**src/rtl/riscv_pkg.sv**
```systemverilog
// Shared core definitions: reset PC, bubble encoding,
// fetch FSM states and the IF/ID bundle.
package riscv_pkg;

  localparam logic [31:0] NOP_INSTR = 32'h0000_0013;
  localparam logic [31:0] RESET_PC  = 32'h0000_0000;

  typedef enum logic [1:0] {
    RUN,
    HELD,
    SQUASH
  } fetch_state_t;

  typedef struct packed {
    logic [31:0] instr;
    logic [31:0] pc;
    logic        valid;
  } if_id_t;

endpackage

```
**src/rtl/pc_reg.sv**
```systemverilog
// Program counter: redirect load has priority over +4 advance.
// Arithmetic wraps modulo 2^32.
module pc_reg #(
  parameter logic [31:0] RESET_PC = riscv_pkg::RESET_PC
) (
  input  logic        clk,
  input  logic        reset,
  input  logic        load,
  input  logic [31:0] target,
  input  logic        advance,
  output logic [31:0] pc_q
);

  always_ff @(posedge clk or negedge reset) begin
    if (!reset) begin
      pc_q <= RESET_PC;
    end else if (load) begin
      pc_q <= target;
    end else if (advance) begin
      pc_q <= pc_q + 32'd4;
    end
  end

endmodule

```
**src/rtl/if_stage.sv**
```systemverilog
// Instruction fetch stage: PC, imem request, hold buffer,
// squash FSM for in-flight redirects, and the IF/ID register.
module if_stage #(
  parameter logic [31:0] RESET_PC  = riscv_pkg::RESET_PC,
  parameter logic [31:0] NOP_INSTR = riscv_pkg::NOP_INSTR
) (
  input  logic        clk,
  input  logic        reset,
  input  logic        pc_enable,
  input  logic        busywait_IF_ID,
  input  logic        branch_taken,
  input  logic [31:0] branch_target,
  output logic        imem_req,
  output logic [31:0] imem_addr,
  input  logic [31:0] imem_rdata,
  input  logic        imem_busywait,
  output logic [31:0] instruction,
  output logic [31:0] pc_ID,
  output logic [31:0] pc_plus4_ID,
  output logic        valid_ID
);

  import riscv_pkg::*;

  fetch_state_t state;
  if_id_t       id_q;
  logic [31:0]  pc_q;
  logic [31:0]  hold_buf;
  logic [31:0]  hold_pc;
  logic         hold_valid;
  logic [31:0]  redirect_pc;
  logic [31:0]  tgt_al;
  logic         done;
  logic         pc_load;
  logic         pc_adv;
  logic [31:0]  pc_next;

  assign imem_req  = reset;
  assign imem_addr = pc_q;
  assign done      = imem_req & ~imem_busywait;
  assign tgt_al    = branch_target & ~32'h3;

  // A redirect while the fetch is still in flight waits in SQUASH
  assign pc_load = branch_taken
                 ? (!imem_busywait || state == HELD)
                 : (state == SQUASH && done);
  assign pc_next = branch_taken ? tgt_al : redirect_pc;
  assign pc_adv  = !branch_taken && state == RUN
                 && done && pc_enable;

  pc_reg #(
    .RESET_PC(RESET_PC)
  ) u_pc_reg (
    .clk    (clk),
    .reset  (reset),
    .load   (pc_load),
    .target (pc_next),
    .advance(pc_adv),
    .pc_q   (pc_q)
  );

  always_ff @(posedge clk or negedge reset) begin
    if (!reset) begin
      state       <= RUN;
      id_q        <= '{NOP_INSTR, RESET_PC, 1'b0};
      hold_buf    <= NOP_INSTR;
      hold_pc     <= RESET_PC;
      hold_valid  <= 1'b0;
      redirect_pc <= RESET_PC;
    end else if (branch_taken) begin
      id_q       <= '{NOP_INSTR, id_q.pc, 1'b0};
      hold_valid <= 1'b0;
      if (!imem_busywait || state == HELD) begin
        state <= RUN;
      end else begin
        state       <= SQUASH;
        redirect_pc <= tgt_al;
      end
    end else begin
      unique case (state)
        RUN: begin
          if (done && !busywait_IF_ID) begin
            id_q <= '{imem_rdata, pc_q, 1'b1};
          end else if (done) begin
            hold_buf   <= imem_rdata;
            hold_pc    <= pc_q;
            hold_valid <= 1'b1;
            state      <= HELD;
          end else if (!busywait_IF_ID) begin
            id_q <= '{NOP_INSTR, id_q.pc, 1'b0};
          end
        end
        HELD: begin
          if (!busywait_IF_ID && hold_valid) begin
            id_q       <= '{hold_buf, hold_pc, 1'b1};
            hold_valid <= 1'b0;
            state      <= RUN;
          end
        end
        SQUASH: begin
          if (done) begin
            state <= RUN;
          end
        end
        default: state <= RUN;
      endcase
    end
  end

  assign instruction = id_q.instr;
  assign pc_ID       = id_q.pc;
  assign pc_plus4_ID = id_q.pc + 32'd4;
  assign valid_ID    = id_q.valid;

endmodule

```
**config.mk**
```make
export PLATFORM = sky130hd
export DESIGN_NAME = if_stage
export DESIGN_NICKNAME = d
export VERILOG_FILES = /design/src/rtl/riscv_pkg.sv /design/src/rtl/pc_reg.sv /design/src/rtl/if_stage.sv
export SDC_FILE = /design/constraint.sdc
export NUM_CORES = 1
export LEC_CHECK = 0
export ABC_CLOCK_PERIOD_IN_PS = 2770
export CORE_ASPECT_RATIO = 1.5
export CORE_MARGIN = 5
export CORE_UTILIZATION = 45
export CTS_CLUSTER_SIZE = 24
export DETAILED_ROUTE_END_ITERATION = 16
export PLACE_DENSITY_LB_ADDON = 0.08
export SYNTH_ARGS = -nofsm -noshare
export SYNTH_HDL_FRONTEND = slang
export SYNTH_SLANG_ARGS = --single-unit
export TNS_END_PERCENT = 100
```
**constraint.sdc**
```tcl
create_clock -name clk -period 2.77 [get_ports clk]
set_clock_uncertainty 0.15 [all_clocks]
set_input_delay 0.554 -clock clk [delete_from_list [all_inputs] [get_ports clk]]
set_output_delay 0.554 -clock clk [all_outputs]
set_load 0.005 [all_outputs]
```
After elaboration in Yosys (flattened, before gate mapping)
Index checks and enable logic that the tools add are counted.
- add/sub/neg operators: 2
- eq/ne operators: 10
- multiplexer cells: 22
- bitwise logic cells: 5
- reduce and logical (&&, ||, !) cells: 20
- operator list (operator ; count):
    65-bit two-way mux ; 5
    65-bit case mux with 2 select lines ; 1
    32-bit two-way mux ; 3
    32-bit by 3-bit adder with 32-bit output, second input constant ; 2
    4-bit AND reduction ; 5
    2-bit two-way mux ; 6
    3-bit != test, second input constant ; 3
    4-bit by 3-bit != test with 1-bit output, second input constant ; 2
    1-bit logical AND ; 6
    2-bit case mux with 3 select lines ; 1
    1-bit two-way mux ; 5
    2-bit by 1-bit != test with 1-bit output, second input constant ; 2
    1-bit NOT ; 4
    2-bit nonzero test ; 2
    1-bit zero test ; 3
    3-bit by 2-bit != test with 1-bit output, second input constant ; 1
    3-bit nonzero test ; 1
    2-bit by 1-bit == test with 1-bit output, second input constant ; 1
    2-bit == test, second input constant ; 1
    2-bit zero test ; 1
    1-bit case mux with 2 select lines ; 1
    2-bit AND reduction ; 1
    1-bit AND ; 1
    1-bit logical OR ; 1
- register bits: 194
- input port bits: 70
- output and inout bits: 130
- logic and storage cells: 68

Depth between registers and ports, before layout
Gate-level depths: netlist of run 1.
- depth in word-level cells: 6
- mapped depth: 9
- mapped depth without buffers: 6

By module
Synthesis of run 1 repeated with hierarchy kept, for this count alone.
- cell total of the unflattened synthesis: 834
- area, all modules: 9411.5 sq um
- by module, submodules not included (module ; times used ; cells an instance ; area an instance (sq um) ; seq. area each (sq um)):
    if_stage ; 1 ; 634 ; 7591.0 ; 4061.4
    pc_reg ; 1 ; 200 ; 1820.5 ; 800.8

Worst setup path before layout of run 1
No wires, ideal clock.
- path type: register -> output
- start: register id_q (netlist bit pc_ID[2])
- end: output port pc_plus4_ID[26]
- arrival: 1759 ps
- required time: 2066 ps
- path slack: 307 ps
- stages on the path, launching flop included: 7
- buffers on the path: 0
- path through: dfrtp_1 ha_1 nand3_1 nor4_1 and4_1 nand2_1 xnor2_1
- longest elaborated chain between the ends: 1
- RTL lines (element ; RTL line ; RTL):
    start: declaration ; if_stage.sv:26 ; if_id_t id_q;
    start signal: assignment ; if_stage.sv:65 ; id_q <= '{NOP_INSTR, RESET_PC, 1'b0};
    start signal: assignment ; if_stage.sv:71 ; id_q <= '{NOP_INSTR, id_q.pc, 1'b0};
    start signal: assignment ; if_stage.sv:83 ; id_q <= '{imem_rdata, pc_q, 1'b1};
    32-bit by 3-bit adder with 32-bit output ; if_stage.sv:112 ; assign pc_plus4_ID = id_q.pc + 32'd4;
    end: declaration ; if_stage.sv:19 ; output logic [31:0] pc_plus4_ID,
Every way passes these cells.

Worst setup path in the final report of run 1
- start: register id_q (netlist bit pc_ID[3])
- end: output port pc_plus4_ID[29]
Same word-level chain as after synthesis.

==> impl_metrics.py, run 1 <==
metrics = {
    "grt": {
        "grt_most_used_layer": "met2",
        "grt_pass1_vias": 7510,
        "grt_start_max_net_pins": 116,
        "grt_pass1_wl_um": 39500,
        "antenna_found_initial": 0,
        "use_met2_pct": 38.3,
        "grt_usage_pct": 21.3,
        "globalRouteOverflowTotal": 0,
        "grt.met3_usage_pct": 3.55,
        "met1_usage_pct": 25.9,
    },
    "routing": {
        "drtAntennaViolNets": 0,
        "drt_first_iter_violations": 448,
        "drc": 0,
        "vias": 7285,
        "viasPerCell": 5.40,
        "firstDrtPassIters": 4,
        "wl_per_cell_um": 18.0,
        "wl_um": 24300,
    },
    "run": {
        "max-cap-violations": 0,
    },
    "sta": {
        "relSlewSlack_pct": 57.5,
        "fin_setup_tns_ns": -0.374,
        "tightest_slew_ns": 0.637,
        "min_period_ns": 2.86,
        "period_share_pct": 103,
        "fin_ws_ns": -0.0911,
        "slew_viol_final": 0,
        "hold_viol_final": 0,
        "max_freq_ghz": 0.350,
        "grt_setup_unrepaired": "yes",
        "finalSetupViolations": 6,
    },
    "finish": {
        "n_antenna_cell": 0,
        "stdcell_count": 1348,
        "fin_util_pct": 62.7,
        "area_delta_synth_final_pct": 37.4,
        "fill_cells": 1743,
        "drive_above_1_share_pct": 23.7,
        "ff_latch_area_um2": 4710,
        "multi_input_comb_area_um2": 4130,
        "finish.net_count": 1147,
    },
    "floorplanning": {
        "die_area_um2": 23000,
        "ios": 200,
        "die_h_um": 183,
        "fp-row-count": 63,
        "initial_core_util_pct": 45.7,
        "die_width_um": 125,
        "coreArea_um2": 19700,
    },
    "placement": {
        "place_inst": 1303,
        "gp_congestion": 0.834,
        "io_buffers": 191,
        "hpwl_um": 17600,
    },
    "critical_path": {
        "worstSetupEndpointType": "output pin",
        "crit_type": "register to output pin",
        "startpoint_type": "register",
        "crit_arrival_ns": 2.16,
        "critPathMaxFanout": 4,
        "required_ns": 2.07,
    },
    "synthesis": {
        "synth-main-ff-cell": "dfrtp_1",
        "async_reset_ff_share_pct": 100,
        "ys_types": 56,
        "synth_area_per_cell_um2": 10.7,
        "ys_ff_latch": 188,
        "synthCells": 844,
        "synth-edff-count": 0,
        "ys.warnings.count": 0,
        "seq_area_frac_synth_pct": 52.4,
        "syn_area_um2": 9000,
    },
    "clocking": {
        "cts_sinks": 188,
        "htree_levels": 4,
        "numCtsBuffers": 17,
        "cts_root_buf": "clkbuf_16",
        "clk_pin_slew_ns": 0.07,
        "cts-hold-fix-buffers": 0,
        "clk_path_buf_depth": 2,
        "clkLatencyLatePin_ns": 0.42,
        "cts_tree": "done",
    },
    "hold_path": {
        "hold_path.class": "primary input to async pin",
    },
    "pwr": {
        "powerDensity_nw_per_um2": 751,
        "peakVddDrop_mv": 0.372,
        "p_leak_nw": 5.15,
    },
    "outcome": {
        "status": "finished with violations",
        "violations": "negative setup slack",
    },
}
kinds of logic (layout without fill, tap and decap cells):
logic type               after synthesis  count (layout)  synth area share, %
AO/OA/AOI/OAI                        197             197                 13.9
XOR/XNOR                              39              39                 3.80
adder cells (fa/ha/maj)                2               2                0.278
buffers and inverters                 76             315                 3.68
flip-flops                           188             188                 52.4
multiplexers                          99              99                 12.3
other                                  1               6               0.0417
AND/OR/NAND/NOR                      242             242                 13.7
state kept, by name, summed over array words and instances, names as in the netlist:
signal	count
pc_ID	30
hold_valid	1
hold_pc	30
valid_ID	1
state	2
hold_buf	32
redirect_pc	30
instruction	32
u_pc_reg.pc_q	30
area by class of cell:
class / instances / area share [%]
flip-flops and latches: 188 / 38.1
multi-input cells: 585 / 33.4
repair buffers: 273 / 20.5
clock buffers: 19 / 3.50
well taps: 260 / 2.63
clock inverters: 13 / 1.51
inverters: 10 / 0.304
cell usage after synthesis (9+ instances only):
| library cell | count | area (um2) |
|---|---|---|
| o22ai_1 | 32 | 200 |
| nand3_1 | 23 | 115 |
| inv_1 | 10 | 37.5 |
| clkbuf_1 | 44 | 165 |
| nor3_1 | 10 | 50.1 |
| dfrtp_1 | 182 | 4550 |
| nand2_1 | 74 | 278 |
| a21oi_1 | 48 | 240 |
| and3_1 | 16 | 100 |
| nor4_1 | 10 | 62.6 |
| nor2_1 | 46 | 173 |
| xnor2_1 | 29 | 254 |
| nor2b_1 | 20 | 125 |
| o21ai_0 | 38 | 190 |
| and2_1 | 9 | 56.3 |
| a211oi_1 | 20 | 150 |
| mux2i_1 | 9 | 90.1 |
| a22oi_1 | 24 | 180 |
| xor2_1 | 10 | 87.6 |
| mux2_2 | 90 | 1010 |
cells in the final DEF, fill, tap and decap left out, types with 14 or more instances in the layout:
| cell | synthesis | final |
|---|---|---|
| buf_2 | 6 | 15 |
| nor2b_1 | 20 | 19 |
| clkbuf_16 | 0 | 17 |
| buf_4 | 8 | 73 |
| a22oi_1 | 24 | 24 |
| and3_1 | 16 | 14 |
| o21ai_0 | 38 | 38 |
| nand3_1 | 23 | 16 |
| mux2_2 | 90 | 90 |
| a211oi_1 | 20 | 19 |
| dfrtp_1 | 182 | 182 |
| nand2_1 | 74 | 74 |
| xnor2_1 | 29 | 28 |
| a21oi_1 | 48 | 48 |
| o22ai_1 | 32 | 32 |
| nor2_1 | 46 | 44 |
| clkdlybuf4s50_1 | 0 | 164 |
where the power goes:
group	internal (mW)	total, mW	switching (mW)
registers	3.39	3.88	0.493
clock network	1.52	2.58	1.06
logic	1.64	2.82	1.18
total	6.55	9.29	2.74
per-layer routing:
layer | vias up | share of wire [%]
li1 | 3516 | -
met1 | 3570 | 40
met2 | 171 | 54
met3 | 28 | 4.0
met4 | 0 | 1.7
met5 | - | 0
critical path, stage by stage, from the launching register on:
cell and delay (ns):
dfrtp_1 0.41, buf_4 0.13, nand4_1 0.18, nor4_2 0.18, buf_4 0.18, and4_4 0.26, nand3_1 0.10, xnor2_1 0.16
buf_2 0.14
through the flow:
stage	hold WS (ns)	power (mW)	cell area, um2	setup WS, ns
3_3_place_gp	0.301	6.63	11600	0.0223
2_1_floorplan	0.108	5.06	9020	0.307
6_report	0.0441	9.29	12400	-0.0911
3_5_place_dp	0.300	6.70	11600	0.00155
5_1_grt	0.0560	9.81	12400	-0.225
4_1_cts	0.0387	9.32	12300	-0.169
repair_timing:
| action | 4_1_cts | 5_1_grt |
|---|---|---|
| endpoints found under the setup margin | 21 | 22 |
| pin swaps | 3 | 12 |
| gates resized for setup | 62 | 37 |
| buffers inserted | 9 | 6 |
worst paths after layout:
path	from	to	slack (ns)	depth (start not counted)
setup / recovery	pc_ID[3]	pc_plus4_ID[29]	-0.09	8
hold / removal	reset	pc_ID[9]	0.04	2
setup reg to reg	u_pc_reg.pc_q[11]	u_pc_reg.pc_q[28]	0.35	5
hold reg to reg	instruction[0]	instruction[0]	0.31	2
max in group asynchronous	reset	redirect_pc[14]	1.47	3
min in group clk	instruction[0]	instruction[0]	0.31	2
(Power assumes the default switching activity.)
==> inputs of run 2 (changes only) <==
Settings changed: PLACE_DENSITY set to 0.76, PLACE_DENSITY_LB_ADDON 0.08 to unset.
==> run 2 against run 1 <==
  * The run still ends with negative setup slack left
  * Sequential share of layout area increased by 0.16 points
  * Clock power decreased by 5%
  * Sequential power about the same
  * Setup slack improved by 0.00056 ns
  * Power decreased by 1.7%
  * Non-clock buffer count increased by 1
  * Cell count about the same
  * Combinational power about the same
  * Wire length decreased by 0.25%
==> impl_metrics.py, run 2 (synthesized netlist as in run 1, its figures left out) <==
metrics = {
    "critical_path": {
        "required_ns": 2.07,
        "crit_type": "register to output pin",
        "crit_arrival_ns": 2.16,
        "startpoint_type": "register",
        "critPathMaxFanout": 4,
        "worstSetupEndpointType": "output pin",
    },
    "routing": {
        "drtAntennaViolNets": 0,
        "drt_first_iter_violations": 377,
        "firstDrtPassIters": 5,
        "wl_um": 24200,
        "wl_per_cell_um": 17.9,
        "vias": 7415,
        "viasPerCell": 5.50,
        "drc": 0,
    },
    "pwr": {
        "powerDensity_nw_per_um2": 741,
        "p_total_mw": 9.12,
        "peakVddDrop_mv": 0.405,
        "p_leak_nw": 5.13,
    },
    "floorplanning": {
        "coreArea_um2": 19700,
        "die_width_um": 125,
        "initial_core_util_pct": 45.7,
        "fp-row-count": 63,
        "ios": 200,
        "die_h_um": 183,
        "die_area_um2": 23000,
    },
    "sta": {
        "period_share_pct": 103,
        "max_freq_ghz": 0.350,
        "slew_viol_final": 0,
        "min_period_ns": 2.86,
        "hold_viol_final": 0,
        "relSlewSlack_pct": 51.2,
        "fin_ws_ns": -0.0906,
        "finalSetupViolations": 5,
        "grt_setup_unrepaired": "yes",
        "tightest_slew_ns": 0.732,
    },
    "finish": {
        "n_antenna_cell": 0,
        "layout_common_cells": "dfrtp_1, clkdlybuf4s50_1, mux2_2, buf_4, nand2_1",
        "area_delta_synth_final_pct": 36.8,
        "fin_util_pct": 62.5,
        "final_common_cell": "dfrtp_1",
        "fill_cells": 1616,
        "finish.net_count": 1148,
        "drive_above_1_share_pct": 24.1,
    },
    "clocking": {
        "clk_path_buf_depth": 2,
        "htree_levels": 4,
        "cts_tree": "done",
        "clk_pin_slew_ns": 0.07,
        "clkLatencyLatePin_ns": 0.42,
        "cts_root_buf": "clkbuf_16",
        "numCtsBuffers": 17,
        "cts_sinks": 188,
    },
    "placement": {
        "hpwl_um": 17700,
        "place_ws_ns": -0.0142,
        "io_buffers": 191,
        "gp_congestion": 0.845,
    },
    "grt": {
        "globalRouteOverflowTotal": 0,
        "grt_start_max_net_pins": 133,
        "grt_usage_pct": 21.0,
        "grt_pass1_wl_um": 39200,
        "grt_pass1_vias": 7505,
        "antenna_found_initial": 0,
    },
    "hold_path": {
        "hold_path.class": "primary input to async pin",
    },
    "outcome": {
        "status": "finished with violations",
        "violations": "negative setup slack",
    },
    "run": {
        "max-cap-violations": 0,
    },
}
==> run 2: cell types whose count changed in the layout (fill, tap and decap cells not counted), sizes merged <==
cell	before	now
dlymetal6s2s	5	3
clkdlybuf4s50	164	166
clkbuf	23	22
bufinv	4	2
inv	14	13
buf	97	101
clkinv	4	5
==> run 2: timing repair <==
item                                    4_1_cts  5_1_grt
resized for setup                            80       20
buffers inserted                              7        8
pin swaps                                    11       10
endpoints found under the setup margin       21       22
hold buffers                                  0        0
hold endpoints to repair                      0        0
==> run 2: metrics by stage <==
stage,area (um2),std cells,TNS (ns),hold WS (ns)
detailed placement,11600,1303,-0.0149,0.306
finish,12300,1349,-0.172,0.173
global route,12300,1349,-1.50,0.220
floorplan,9020,849,0,0.108
CTS,12200,1342,-1.10,0.208
global placement,11600,1303,0,0.306
==> run 2: layout make-up <==
class | count | area [um2] | share of cell area, %
repair buffers | 274 | 2550 | 20.7
clock inverters | 11 | 134 | 1.09
well taps | 260 | 325 | 2.64
flip-flops and latches | 188 | 4710 | 38.3
inverters | 10 | 37.5 | 0.305
clock buffers | 21 | 460 | 3.74
multi-input cells | 585 | 4100 | 33.3
==> run 2: critical path: stages (launching register included) <==
cell	delay [ns]
dfrtp_1	0.37
nand3_2	0.12
nor4_2	0.29
buf_4	0.17
buf_12	0.10
and4_4	0.24
buf_6	0.10
nand3_2	0.06
xnor2_1	0.15
buf_2	0.14
==> run 2: layer usage <==
layer	vias to the layer above	global-route usage, %	part of all wire [%]
met1	3636	24.9	40
met4	0	7.90	3.3
li1	3525	-	-
met3	44	4.05	4.2
met5	-	0	0
met2	210	37.5	52
==> run 2: final timing paths <==
| path | slack (ns) | endpoint | depth (start not counted) | startpoint |
|---|---|---|---|---|
| max | -0.09 | pc_plus4_ID[29] | 9 | pc_ID[10] |
| min | 0.17 | hold_pc[12] | 2 | reset |
| max reg2reg | 0.28 | u_pc_reg.pc_q[29] | 5 | u_pc_reg.pc_q[10] |
| min reg2reg | 0.32 | instruction[1] | 2 | instruction[1] |
| max in group asynchronous | 1.10 | hold_buf[23] | 3 | reset |
| min in group clk | 0.32 | instruction[1] | 2 | instruction[1] |
==> run 2: power breakdown <==
part | switching, mW | leakage (nW) | internal (mW)
sequential | 0.499 | 2.25 | 3.39
combinational | 1.17 | 2.60 | 1.63
clock | 1.05 | 0.289 | 1.39
total | 2.72 | 5.13 | 6.40
